**src/rtl/instruction_queue_pkg.sv**
```systemverilog
// instruction_queue_pkg: shared queue depth default and pointer-width helper
package instruction_queue_pkg;
  localparam int DEFAULT_DEPTH = 4;
  function automatic int ptr_w(input int depth);
    return (depth > 1) ? $clog2(depth) : 1;
  endfunction
endpackage

```
**src/rtl/queue_storage.sv**
```systemverilog
// queue_storage: DEPTH-entry register array, one write port, one async read port
module queue_storage
  import instruction_queue_pkg::*;
#(
  parameter int DEPTH = DEFAULT_DEPTH,
  parameter int W     = 40,
  parameter int PW    = ptr_w(DEPTH)
) (
  input  logic          clock,
  input  logic          reset,
  input  logic          we_i,
  input  logic [PW-1:0] waddr_i,
  input  logic [W-1:0]  wdata_i,
  input  logic [PW-1:0] raddr_i,
  output logic [W-1:0]  rdata_o
);
  logic [W-1:0] mem_q [DEPTH];
  always_ff @(posedge clock or posedge reset) begin
    if (reset) begin
      for (int i = 0; i < DEPTH; i++) mem_q[i] <= '0;
    end else if (we_i) begin
      mem_q[waddr_i] <= wdata_i;
    end
  end
  assign rdata_o = mem_q[raddr_i];
endmodule

```
**src/rtl/instruction_queue.sv**
```systemverilog
// instruction_queue: in-order fetch-to-decode buffer with flush and registered occupancy
module instruction_queue
  import instruction_queue_pkg::*;
#(
  parameter int WIDTH  = 8,
  parameter int IWIDTH = 32,
  parameter int DEPTH  = DEFAULT_DEPTH
) (
  input  logic                       clock,
  input  logic                       reset,
  input  logic [WIDTH-1:0]           PC,
  input  logic [IWIDTH-1:0]          Instruction,
  input  logic                       inValid,
  output logic                       fetchEnable,
  input  logic                       flush,
  input  logic                       decodeReady,
  output logic                       outValid,
  output logic [WIDTH-1:0]           outPC,
  output logic [IWIDTH-1:0]          outInstruction,
  output logic [$clog2(DEPTH+1)-1:0] count
);
  localparam int PW = ptr_w(DEPTH);
  localparam int CW = $clog2(DEPTH + 1);
  typedef struct packed {
    logic [WIDTH-1:0]  pc;
    logic [IWIDTH-1:0] instruction;
  } entry_t;
  logic [PW-1:0] wr_q, wr_d, rd_q, rd_d;
  logic [CW-1:0] count_q, count_d;
  logic          push, pop;
  entry_t        wr_entry, rd_entry;
  assign fetchEnable = count_q != CW'(DEPTH);
  assign outValid    = count_q != '0;
  assign count       = count_q;
  assign push        = inValid && fetchEnable && !flush;
  assign pop         = outValid && decodeReady && !flush;
  assign wr_entry    = '{pc: PC, instruction: Instruction};
  // Explicit wrap keeps non-power-of-two depths correct
  always_comb begin
    wr_d    = flush ? '0 : !push ? wr_q : (wr_q == PW'(DEPTH - 1)) ? '0 : wr_q + PW'(1);
    rd_d    = flush ? '0 : !pop ? rd_q : (rd_q == PW'(DEPTH - 1)) ? '0 : rd_q + PW'(1);
    count_d = flush ? '0 : (push && !pop) ? count_q + CW'(1) : (pop && !push) ? count_q - CW'(1) : count_q;
  end
  always_ff @(posedge clock or posedge reset) begin
    if (reset) begin
      wr_q    <= '0;
      rd_q    <= '0;
      count_q <= '0;
    end else begin
      wr_q    <= wr_d;
      rd_q    <= rd_d;
      count_q <= count_d;
    end
  end
  queue_storage #(.DEPTH(DEPTH), .W($bits(entry_t)), .PW(PW)) u_storage (
    .clock   (clock),
    .reset   (reset),
    .we_i    (push),
    .waddr_i (wr_q),
    .wdata_i (wr_entry),
    .raddr_i (rd_q),
    .rdata_o (rd_entry)
  );
  assign outPC          = rd_entry.pc;
  assign outInstruction = rd_entry.instruction;
endmodule

```
**config.mk**
```make
export PLATFORM = sky130hd
export DESIGN_NAME = instruction_queue
export DESIGN_NICKNAME = d
export VERILOG_FILES = /design/src/rtl/instruction_queue_pkg.sv /design/src/rtl/queue_storage.sv /design/src/rtl/instruction_queue.sv
export SDC_FILE = /design/constraint.sdc
export NUM_CORES = 1
export LEC_CHECK = 0
export BUFFER_PORTS_ARGS = -buffer_cell sky130_fd_sc_hd__buf_4
export CAP_MARGIN = 20
export CORE_MARGIN = 2
export CORE_UTILIZATION = 63
export CTS_CLUSTER_SIZE = 28
export DETAILED_ROUTE_END_ITERATION = 8
export PLACE_DENSITY = 0.86
export SETUP_SLACK_MARGIN = 0.15
export SYNTH_ARGS = -nofsm -noshare
export SYNTH_HDL_FRONTEND = slang
export SYNTH_SLANG_ARGS = --single-unit
```
**constraint.sdc**
```tcl
create_clock -name clock -period 16.2 [get_ports clock]
set_input_delay 4.86 -clock clock [delete_from_list [all_inputs] [get_ports clock]]
set_output_delay 4.86 -clock clock [all_outputs]
set_load 0.02 [all_outputs]
```
==> out/results.tsv, run 1 <==
stage	metric	value	unit
run_status	status	finished clean	
power	Pwr Total	1880	uW
sta	Max Freq	0.140	GHz
global_routing	first-pass GRT wire length	25.9	mm
placement	port buffer count	89	
worst_setup_path	startpoint class of the critical path	register	
sta	setup TNS	0	ps
worst_setup_path	WP buf/inv	2	
clock_tree	hold_buf cts	0	
sta	final setup fails	0	
clock_tree	clock latency on the worst-skew pair	420	ps
worst_setup_path	flop2flop setup slack	13870	ps
sta	fin. max-slew vios	0	
layout	# diodes	0	
layout	share of layout cells above drive strength 1	61.8	%
power	worst vdd ir	0.000136	V
placement	Placed Cells	684	
power	Leakage	0.00458	uW
global_routing	grt ovf	0	
sta	Final Hold Fails	0	
synthesis	syn nets	501	
sta	Tightest Pin Transition	951	ps
worst_setup_path	Reg-to-Reg Start	count[2]	
hold_path	WHS Endpoint	u_storage.mem_q[92]	
clock_tree	CTS Buf Count	17	
hold_path	hold_sp	u_storage.mem_q[92]	
clock_tree	post_cts resized	0	
floorplanning	DIE WIDTH	117	um
worst_setup_path	Critical Path Sink Type	output port	
placement	DP Worst Slack	9410	ps
layout	most common cell after layout, fill and taps aside	dfrtp_1	
layout	commonest non-fill, non-tap cells in the layout	165 x dfrtp_1, 120 x mux2_4, 92 x buf_4, 41 x mux2_2, 40 x mux4_2	
floorplanning	FP Rows	41	
clock_tree	clk buf depth	2	
synthesis	post-synth cell types	36	
hold_path	Hold Path Class	reg2reg	
synthesis	Post-Synthesis Cell Area	8090	sq um
clock_tree	CTS tree	done	
layout	Filler cells	749	
clock_tree	TritonCTS Sinks	167	
detailed_routing	initial DRC count	268	
detailed_routing	drt wl/cell	21.3	um
synthesis	Syn Inst Count	450	
clock_tree	CTS H-tree lvls	4	
detailed_routing	drt drc	0	
worst_setup_path	cell family with most CP delay	buffers and inverters	
synthesis	area leader, netlist	dfrtp_1	
floorplanning	Starting Density	64.4	%
synthesis	YS warnings	0	
synthesis	Yosys reg bits	167	
worst_setup_path	CP dominant cell by count	buf_4	
floorplanning	Die Ht	117	um
sta	RSZ-0062 raised after global routing	no	
global_routing	All-Layer GR Usage	24.3	%
worst_setup_path	RR Endpoint	count[2]	
worst_setup_path	WP data arrival	2290	ps
placement	dpl hpwl	9.05	mm
worst_setup_path	Crit-path slowest cell	mux4_2	
sta	fin crit period	7150	ps
layout	area delta synth->final	15.1	%
floorplanning	Core Box Area	12600	sq um
floorplanning	Ports	90	
synthesis	top area cells in the synthesized netlist	dfrtp_1 52%, mux2_4 22%, mux4_2 11%, mux2_2 5.7%, buf_8 1.7%	
sta	Tcrit/Tclk final	44.1	%
detailed_routing	Vias/cell	5.87	
sta	Max Clock Skew	5.61	ps
worst_setup_path	Worst Setup SP	rd_q[0]	
global_routing	initial antenna violation count	0	
detailed_routing	DRT antenna net count	0	
detailed_routing	total wire length	15.3	mm
clock_tree	post-CTS setup buffers	0	
worst_setup_path	worst path cell trace	buf_4 > mux4_2 > buf_4	
placement	gpl congestion	0.734	
synthesis	Mean Syn Cell Area	18.0	sq um
detailed_routing	vias	4204	
layout	multi-input logic area	3560	sq um
worst_setup_path	path depth of the worst reg2reg path	8	
worst_setup_path	crit path kind	reg2out	
detailed_routing	DRT Pass-1 Iters	4	
clock_tree	Clock Tree Root	clkbuf_16	
hold_path	WHS Path Cells	1	
global_routing	number of global-route vias before repair	4672	
worst_setup_path	CP required	11340	ps
clock_tree	clk slew on worst S/H paths	60	ps
sta	Setup WS post-layout	9050	ps
layout	Cell Count, Final, Fillers Out	716	
worst_setup_path	CP max stage delay	620	ps
layout	final net count	582	
sta	slew margin rel.	36.6	%
synthesis	Yosys top cell area share	51.6	%
power	power per cell area	202	nW/um^2
layout	area occupied by registers	4180	sq um
global_routing	largest net degree at the start of global routing	97	
floorplanning	full die area	13800	sq um
job	max-cap viol count	0	
worst_setup_path	largest driver fanout on the critical path	36	
synthesis	sequential share of the synthesized area	51.6	%
layout make-up:
class / count / share of cell area, %
well taps: 172 / 2.31
repair buffers: 92 / 7.41
inverters: 8 / 0.403
clock buffers: 23 / 5.24
flip-flops and latches: 167 / 44.9
clock inverters: 9 / 1.56
multi-input cells: 245 / 38.2
worst max-delay path by stage:
stage / depth (start not counted) / end / slack, ps
floorplan: 1 / count[0] / 6820
global placement: 4 / u_storage.mem_q[72] / 9420
detailed placement: 4 / u_storage.mem_q[141] / 9410
CTS: 3 / outPC[7] / 9000
global route: 3 / outPC[7] / 8930
finish: 3 / outPC[2] / 9050
per-stage QoR:
stage | util (%) | area (sq um) | hold WS (ps)
2_1_floorplan | - | 8090 | 474
3_3_place_gp | 69.1 | 8680 | 482
3_5_place_dp | 69.1 | 8680 | 488
4_1_cts | 74.1 | 9320 | 503
5_1_grt | 74.1 | 9320 | 514
6_report | 74.1 | 9320 | 502
registers in the layout, summed over array words and instances (netlist names):
register,count
count,3
wr_q,2
rd_q,2
u_storage.mem_q,160
kinds of logic (layout without fill, tap and decap cells):
logic type	count (synthesis)	count (layout)	synth area share [%]
fa+ha+maj	6	6	1.02
simple gates	22	22	2.32
compound gates	13	13	1.17
buf+inv	38	132	4.39
mux	204	204	39.5
flops	167	167	51.6
metal layers:
metal | vias to the layer above | global-route usage, % | routed length (um)
met1 | 2271 | 34.0 | 6900
met3 | 14 | 6.37 | 662
met2 | 97 | 38.1 | 7580
li1 | 1822 | - | -
met5 | - | 0 | 0
met4 | 0 | 6.85 | 144
where the power goes:
| part | total [uW] | switching (uW) | internal [uW] |
|---|---|---|---|
| Combinational | 743 | 298 | 445 |
| Sequential | 711 | 113 | 598 |
| Clock | 430 | 157 | 273 |
cells in the mapped netlist:
master	number
buf_2	10
a211o_1	1
inv_1	7
o211a_1	1
and2b_4	1
o21ai_0	2
mux4_2	40
buf_8	9
nor2_1	7
nand2_1	1
and4bb_2	1
mux2i_1	3
o31ai_1	2
mux2_4	120
or4_1	1
fa_1	1
buf_12	3
clkbuf_1	1
or3_2	1
clkbuf_8	3
nand3b_1	2
nor3b_4	1
mux2_2	41
a311oi_1	1
clkbuf_2	2
nand3_1	2
o311a_1	1
a21oi_1	3
o211ai_1	1
a21bo_2	1
nand3_4	4
dfrtp_1	167
inv_4	1
ha_1	5
buf_6	2
or3_1	1
worst register-to-register path: cells and delay by family, from the launching register on:
family	cells	cell delay, ps
and+or+nand+nor	3	500
adders and majority gates	1	430
AOI/OAI and AO/OA	3	700
buffers and inverters	1	130
DFF	1	510
Note: power is estimated with default switching activity, not from simulation.
==> run 2: changes to the inputs <==
- CORE_UTILIZATION: 63 -> 59
- PLACE_DENSITY: 0.86 -> 0.81
- clock period: 16.2 -> 7.3 ns (I/O delays scaled with it)
==> out/results.tsv, run 2 (synthesis results as in run 1) <==
stage	metric	value	unit	change
run_status	status	finished clean		unchanged
floorplanning	DIE WIDTH	121	um	was 117 um
sta	fin. max-slew vios	0		unchanged
clock_tree	hold_buf cts	0		unchanged
floorplanning	full die area	14700	sq um	was 13,800 sq um
detailed_routing	drt wl/cell	21.6	um	was 21.3 um
floorplanning	Core Box Area	13300	sq um	was 12,600 sq um
sta	hold_ws	500	ps	was 502 ps
clock_tree	clock latency on the worst-skew pair	420	ps	about the same
sta	final setup fails	0		unchanged
layout	commonest non-fill, non-tap cells in the layout	165 x dfrtp_1, 120 x mux2_4, 92 x buf_4, 41 x mux2_2, 40 x mux4_2		unchanged
detailed_routing	DRT Pass-1 Iters	4		unchanged
sta	Tightest Pin Transition	943	ps	was 951 ps
detailed_routing	total wire length	15.6	mm	was 15.3 mm
layout	area delta synth->final	14.9	%	was 15.1%
global_routing	routing usage on met2	36.5	%	was 38.1%
worst_setup_path	Crit-path slowest cell	dfrtp_2		was mux4_2
sta	Final Hold Fails	0		unchanged
layout	# diodes	0		unchanged
power	Switching Fraction	31.0	%	was 30.1%
global_routing	GRT Max-Usage Layer	met2		unchanged
worst_setup_path	largest driver fanout on the critical path	26		was 36
power	Reg power frac	39.1	%	was 37.7%
worst_setup_path	Worst Setup SP	rd_q[1]		was rd_q[0]
global_routing	number of global-route vias before repair	4721		was 4,672
global_routing	grt ovf	0		unchanged
power	Comb power frac	39.5	%	about the same
sta	Max Clock Skew	8.07	ps	was 5.61 ps
sta	Tcrit/Tclk final	65.1	%	
floorplanning	Ports	90		unchanged
placement	port buffer count	89		unchanged
global_routing	initial antenna violation count	0		unchanged
job	max-cap viol count	0		unchanged
power	internal power	2840	uW	was 1320 uW
layout	max FFs per register	160		unchanged
floorplanning	Die Ht	121	um	was 117 um
sta	RSZ-0062 raised after global routing	no		unchanged
worst_setup_path	WP data arrival	2560	ps	was 2290 ps
layout	share of layout cells above drive strength 1	62.0	%	was 61.8%
worst_setup_path	CP max stage delay	930	ps	was 620 ps
worst_setup_path	Setup crit end	outInstruction[7]		was outPC[2]
worst_setup_path	worst path cell trace	buf_4 > mux4_2 > buf_4		unchanged
layout	Top reg by flops	u_storage.mem_q		unchanged
worst_setup_path	path depth of the worst reg2reg path	8		unchanged
power	worst vdd ir	0.000251	V	was 0.000136 V
global_routing	met3 usage	6.20	%	was 6.37%
hold_path	Hold Path Class	reg2reg		unchanged
sta	setup TNS	0	ps	unchanged
detailed_routing	initial DRC count	278		was 268
clock_tree	CTS H-tree lvls	4		unchanged
detailed_routing	drt drc	0		unchanged
global_routing	GR Layer Usage met1	32.1	%	was 34.0%
layout	most common cell after layout, fill and taps aside	dfrtp_1		unchanged
clock_tree	CTS tree	done		unchanged
power	Sw Pwr	1280	uW	was 567 uW
detailed_routing	vias	4215		was 4,204
sta	Max Freq	0.210	GHz	
worst_setup_path	crit path kind	reg2out		unchanged
worst_setup_path	flop2flop setup slack	4970	ps	was 13,870 ps
detailed_routing	Vias/cell	5.85		was 5.87
placement	gpl congestion	0.736		was 0.734
global_routing	largest net degree at the start of global routing	119		was 97
clock_tree	TritonCTS Sinks	167		unchanged
clock_tree	post_cts resized	0		unchanged
worst_setup_path	CP dominant cell by count	buf_4		unchanged
layout	final net count	583		was 582
sta	slew margin rel.	37.1	%	was 36.6%
clock_tree	Clock Tree Root	clkbuf_16		unchanged
clock_tree	post-CTS setup buffers	0		unchanged
clock_tree	clk slew on worst S/H paths	60	ps	about the same
floorplanning	FP Rows	42		was 41
worst_setup_path	CP required	5110	ps	was 11,340 ps
worst_setup_path	startpoint class of the critical path	register		unchanged
clock_tree	clk buf depth	2		unchanged
power	power per cell area	442	nW/um^2	was 202 nW/um^2
power	Leakage	0.00456	uW	was 0.00458 uW
layout	Filler cells	849		was 749
worst_setup_path	Critical Path Sink Type	output port		unchanged
sta	fin crit period	4750	ps	
floorplanning	Starting Density	60.9	%	was 64.4%
worst_setup_path	Reg-to-Reg Start	count[2]		unchanged
worst_setup_path	RR Endpoint	count[2]		unchanged
global_routing	All-Layer GR Usage	23.0	%	was 24.3%
detailed_routing	DRT antenna net count	0		unchanged
global_routing	first-pass GRT wire length	25.7	mm	was 25.9 mm
clock_tree	CTS Buf Count	17		unchanged
power	Clock Power Share	21.5	%	was 22.8%
placement	dpl hpwl	9.31	mm	was 9.05 mm
[run 2: per-layer routing]
metal  vias to the layer above  part of all wire [%]
li1                       1837                     -
met1                      2278                    44
met2                        80                    50
met3                        20                   4.3
met4                         0                   1.0
met5                         -                     0
[run 2: per-stage QoR]
stage	cell area, sq um	util [%]	setup slack (ps)	cells	total power [uW]
CTS	9270	69.8	2490	720	4140
global route	9300	70.0	2380	721	4320
finish	9300	70.0	2550	721	4110
global placement	8690	65.4	2990	688	3170
floorplan	8090	-	592	450	2740
detailed placement	8690	65.4	2950	688	3240
[run 2: layout make-up]
cell class / count / area, sq um / share of cell area (%)
inverter: 8 / 37.5 / 0.404
multi-input combinational: 245 / 3560 / 38.3
clock inverter: 12 / 128 / 1.37
clock buffer: 20 / 457 / 4.91
sequential: 167 / 4180 / 45.0
timing repair buffer: 93 / 718 / 7.72
tap: 176 / 220 / 2.37
[run 2: worst max-delay path, delay by kind of cell (launching register included)]
family / cells / cell delay, ps
flip-flops: 1 / 930
buffers and inverters: 2 / 640
multiplexers: 1 / 570
[run 2: worst min path at each step]
stage | from | endpoint | slack, ps | cells past startpoint
global route | u_storage.mem_q[85] | u_storage.mem_q[85] | 510 | 1
floorplan | u_storage.mem_q[100] | u_storage.mem_q[100] | 470 | 1
finish | u_storage.mem_q[98] | u_storage.mem_q[98] | 500 | 1
CTS | u_storage.mem_q[98] | u_storage.mem_q[98] | 500 | 1
global placement | u_storage.mem_q[91] | u_storage.mem_q[91] | 480 | 1
detailed placement | u_storage.mem_q[98] | u_storage.mem_q[98] | 490 | 1
[run 2: power by group through the flow]
stage / logic, uW / clock network [uW] / registers [uW]
final: 1620 / 882 / 1610
after global routing: 1720 / 944 / 1660
after CTS: 1640 / 898 / 1600
after detailed placement: 1630 / 0 / 1600
after global placement: 1590 / 0 / 1580
after floorplan: 1250 / 0 / 1490
==> run 3: changes to the inputs <==
- clock period: 7.3 -> 4.9 ns (I/O delays scaled with it)
==> out/results.tsv, run 3 (synthesis results as in run 1) <==
stage	metric	value	unit	change
hold_path	Hold Path Class	reg2reg		unchanged
floorplanning	full die area	14700	sq um	unchanged
power	power per cell area	663	nW/um^2	was 442 nW/um^2
power	worst vdd ir	0.000390	V	was 0.000251 V
placement	gpl congestion	0.757		was 0.736
power	Reg power frac	38.9	%	was 39.1%
global_routing	initial antenna violation count	0		unchanged
hold_path	hold_sp	u_storage.mem_q[86]		was u_storage.mem_q[98]
global_routing	largest net degree at the start of global routing	168		was 119
worst_setup_path	WP buf/inv	2		unchanged
clock_tree	CTS tree	done		unchanged
placement	port buffer count	89		unchanged
detailed_routing	drt wl/cell	21.4	um	was 21.6 um
floorplanning	DIE WIDTH	121	um	unchanged
layout	max FFs per register	160		unchanged
worst_setup_path	crit path kind	reg2out		unchanged
layout	Filler cells	850		was 849
layout	# diodes	0		unchanged
clock_tree	clk slew on worst S/H paths	60	ps	about the same
detailed_routing	total wire length	15.4	mm	was 15.6 mm
worst_setup_path	CP required	3430	ps	was 5110 ps
run_status	status	finished clean		unchanged
clock_tree	post-CTS setup buffers	0		unchanged
sta	setup TNS	0	ps	unchanged
layout	final core utilization	70.0	%	about the same
power	Switching Fraction	30.8	%	was 31.0%
placement	DP Worst Slack	1480	ps	was 2950 ps
job	max-cap viol count	0		unchanged
floorplanning	Ports	90		unchanged
sta	slew margin rel.	37.3	%	was 37.1%
sta	Max Freq	0.265	GHz	
power	Clock Power Share	21.9	%	was 21.5%
floorplanning	Die Ht	121	um	unchanged
power	internal power	4270	uW	was 2840 uW
global_routing	All-Layer GR Usage	22.7	%	was 23.0%
worst_setup_path	path depth of the worst reg2reg path	8		unchanged
detailed_routing	drt drc	0		unchanged
worst_setup_path	Reg-to-Reg Start	count[2]		unchanged
power	Leakage	0.00456	uW	about the same
clock_tree	clock latency on the worst-skew pair	440	ps	was 420 ps
detailed_routing	DRT antenna net count	0		unchanged
global_routing	first-pass GRT wire length	25.0	mm	was 25.7 mm
clock_tree	post_cts resized	0		unchanged
sta	final setup fails	0		unchanged
placement	Area after DPL	8710	sq um	was 8690 sq um
floorplanning	Core Box Area	13300	sq um	unchanged
worst_setup_path	WP data arrival	2300	ps	was 2560 ps
layout	Top reg by flops	u_storage.mem_q		unchanged
power	Comb power frac	39.2	%	was 39.5%
layout	share of layout cells above drive strength 1	61.8	%	was 62.0%
sta	RSZ-0062 raised after global routing	no		unchanged
global_routing	grt ovf	0		unchanged
floorplanning	FP Rows	42		unchanged
layout	final instance area	9310	sq um	was 9300 sq um
worst_setup_path	Critical Path Sink Type	output port		unchanged
worst_setup_path	flop2flop setup slack	2570	ps	was 4970 ps
placement	dpl hpwl	9.15	mm	was 9.31 mm
worst_setup_path	CP max stage delay	870	ps	was 930 ps
clock_tree	Clock Tree Root	clkbuf_16		unchanged
detailed_routing	vias	4157		was 4,215
global_routing	number of global-route vias before repair	4521		was 4,721
layout	commonest non-fill, non-tap cells in the layout	165 x dfrtp_1, 120 x mux2_4, 90 x buf_4, 41 x mux2_2, 40 x mux4_2		was 165 x dfrtp_1, 120 x mux2_4, 92 x buf_4, 41 x mux2_2, 40 x mux4_2
sta	Tcrit/Tclk final	77.0	%	
layout	most common cell after layout, fill and taps aside	dfrtp_1		unchanged
worst_setup_path	RR Endpoint	count[2]		unchanged
clock_tree	CTS Buf Count	17		unchanged
worst_setup_path	largest driver fanout on the critical path	26		unchanged
worst_setup_path	Crit-path slowest cell	dfrtp_2		unchanged
sta	Max Clock Skew	8.40	ps	was 8.07 ps
worst_setup_path	cell family with most CP delay	flip-flops		unchanged
hold_path	WHS Path Cells	1		unchanged
detailed_routing	DRT Pass-1 Iters	4		unchanged
hold_path	WHS Endpoint	u_storage.mem_q[86]		was u_storage.mem_q[98]
clock_tree	TritonCTS Sinks	167		unchanged
sta	Tightest Pin Transition	940	ps	was 943 ps
clock_tree	clk buf depth	2		unchanged
clock_tree	hold_buf cts	0		unchanged
layout	final net count	582		was 583
floorplanning	Starting Density	60.9	%	unchanged
clock_tree	CTS H-tree lvls	4		unchanged
worst_setup_path	CP dominant cell by count	buf_4		unchanged
layout	area delta synth->final	15.0	%	was 14.9%
sta	fin crit period	3770	ps	
worst_setup_path	worst path cell trace	buf_4 > mux4_2 > buf_4		unchanged
layout	multi-input logic area	3560	sq um	unchanged
detailed_routing	Vias/cell	5.77		was 5.85
layout	area occupied by registers	4180	sq um	unchanged
worst_setup_path	startpoint class of the critical path	register		unchanged
power	Sw Pwr	1900	uW	was 1280 uW
sta	fin. max-slew vios	0		unchanged
sta	Setup WS post-layout	1130	ps	was 2550 ps
sta	Final Hold Fails	0		unchanged
detailed_routing	initial DRC count	278		unchanged
==> run 3: worst max-delay path by stage <==
stage          startpoint             endpoint  slack (ps)  cells after the start
6_report          rd_q[0]   outInstruction[10]        1130                      3
5_1_grt           rd_q[0]   outInstruction[22]         980                      3
4_1_cts           rd_q[0]   outInstruction[10]        1080                      3
3_5_place_dp        flush  u_storage.mem_q[32]        1480                      4
3_3_place_gp        flush  u_storage.mem_q[16]        1490                      4
2_1_floorplan       reset             count[0]        1300                      1
==> run 3: metrics by stage <==
step	hold slack, ps	total power [uW]	instances
finish	502	6170	720
global route	518	6460	720
CTS	503	6210	720
detailed placement	488	4830	688
global placement	482	4710	688
floorplan	474	4080	450
==> run 3: area by class of cell <==
| class | count | share of cell area (%) |
|---|---|---|
| Tap cell | 176 | 2.37 |
| Timing Repair Buffer | 92 | 7.69 |
| Inverter | 8 | 0.390 |
| Clock buffer | 24 | 5.39 |
| Sequential cell | 167 | 44.9 |
| Clock inverter | 8 | 1.01 |
| Multi-Input combinational cell | 245 | 38.2 |
==> run 3: power by group through the flow <==
stage          logic, uW  clock network (uW)  registers [uW]
6_report            2420                1350            2400
5_1_grt             2560                1430            2470
4_1_cts             2450                1370            2390
3_5_place_dp        2440                   0            2390
3_3_place_gp        2370                   0            2350
2_1_floorplan       1860                   0            2220
==> run 3: layer usage <==
metal,global-route usage [%],vias to the layer above,share of wire (%)
met3,6.06,20,4.5
met5,0,-,0
li1,-,1825,-
met4,6.54,0,1.2
met1,31.8,2227,44
met2,35.3,85,50
==> run 3: worst register-to-register path: cells and delay by family, from the launching register on <==
| kind | cells | cell delay, ps |
|---|---|---|
| AND/OR/NAND/NOR | 4 | 760 |
| flip-flops | 1 | 500 |
| adder cells (fa/ha/maj) | 1 | 450 |
| AO/OA/AOI/OAI | 2 | 440 |
| buffers and inverters | 1 | 130 |
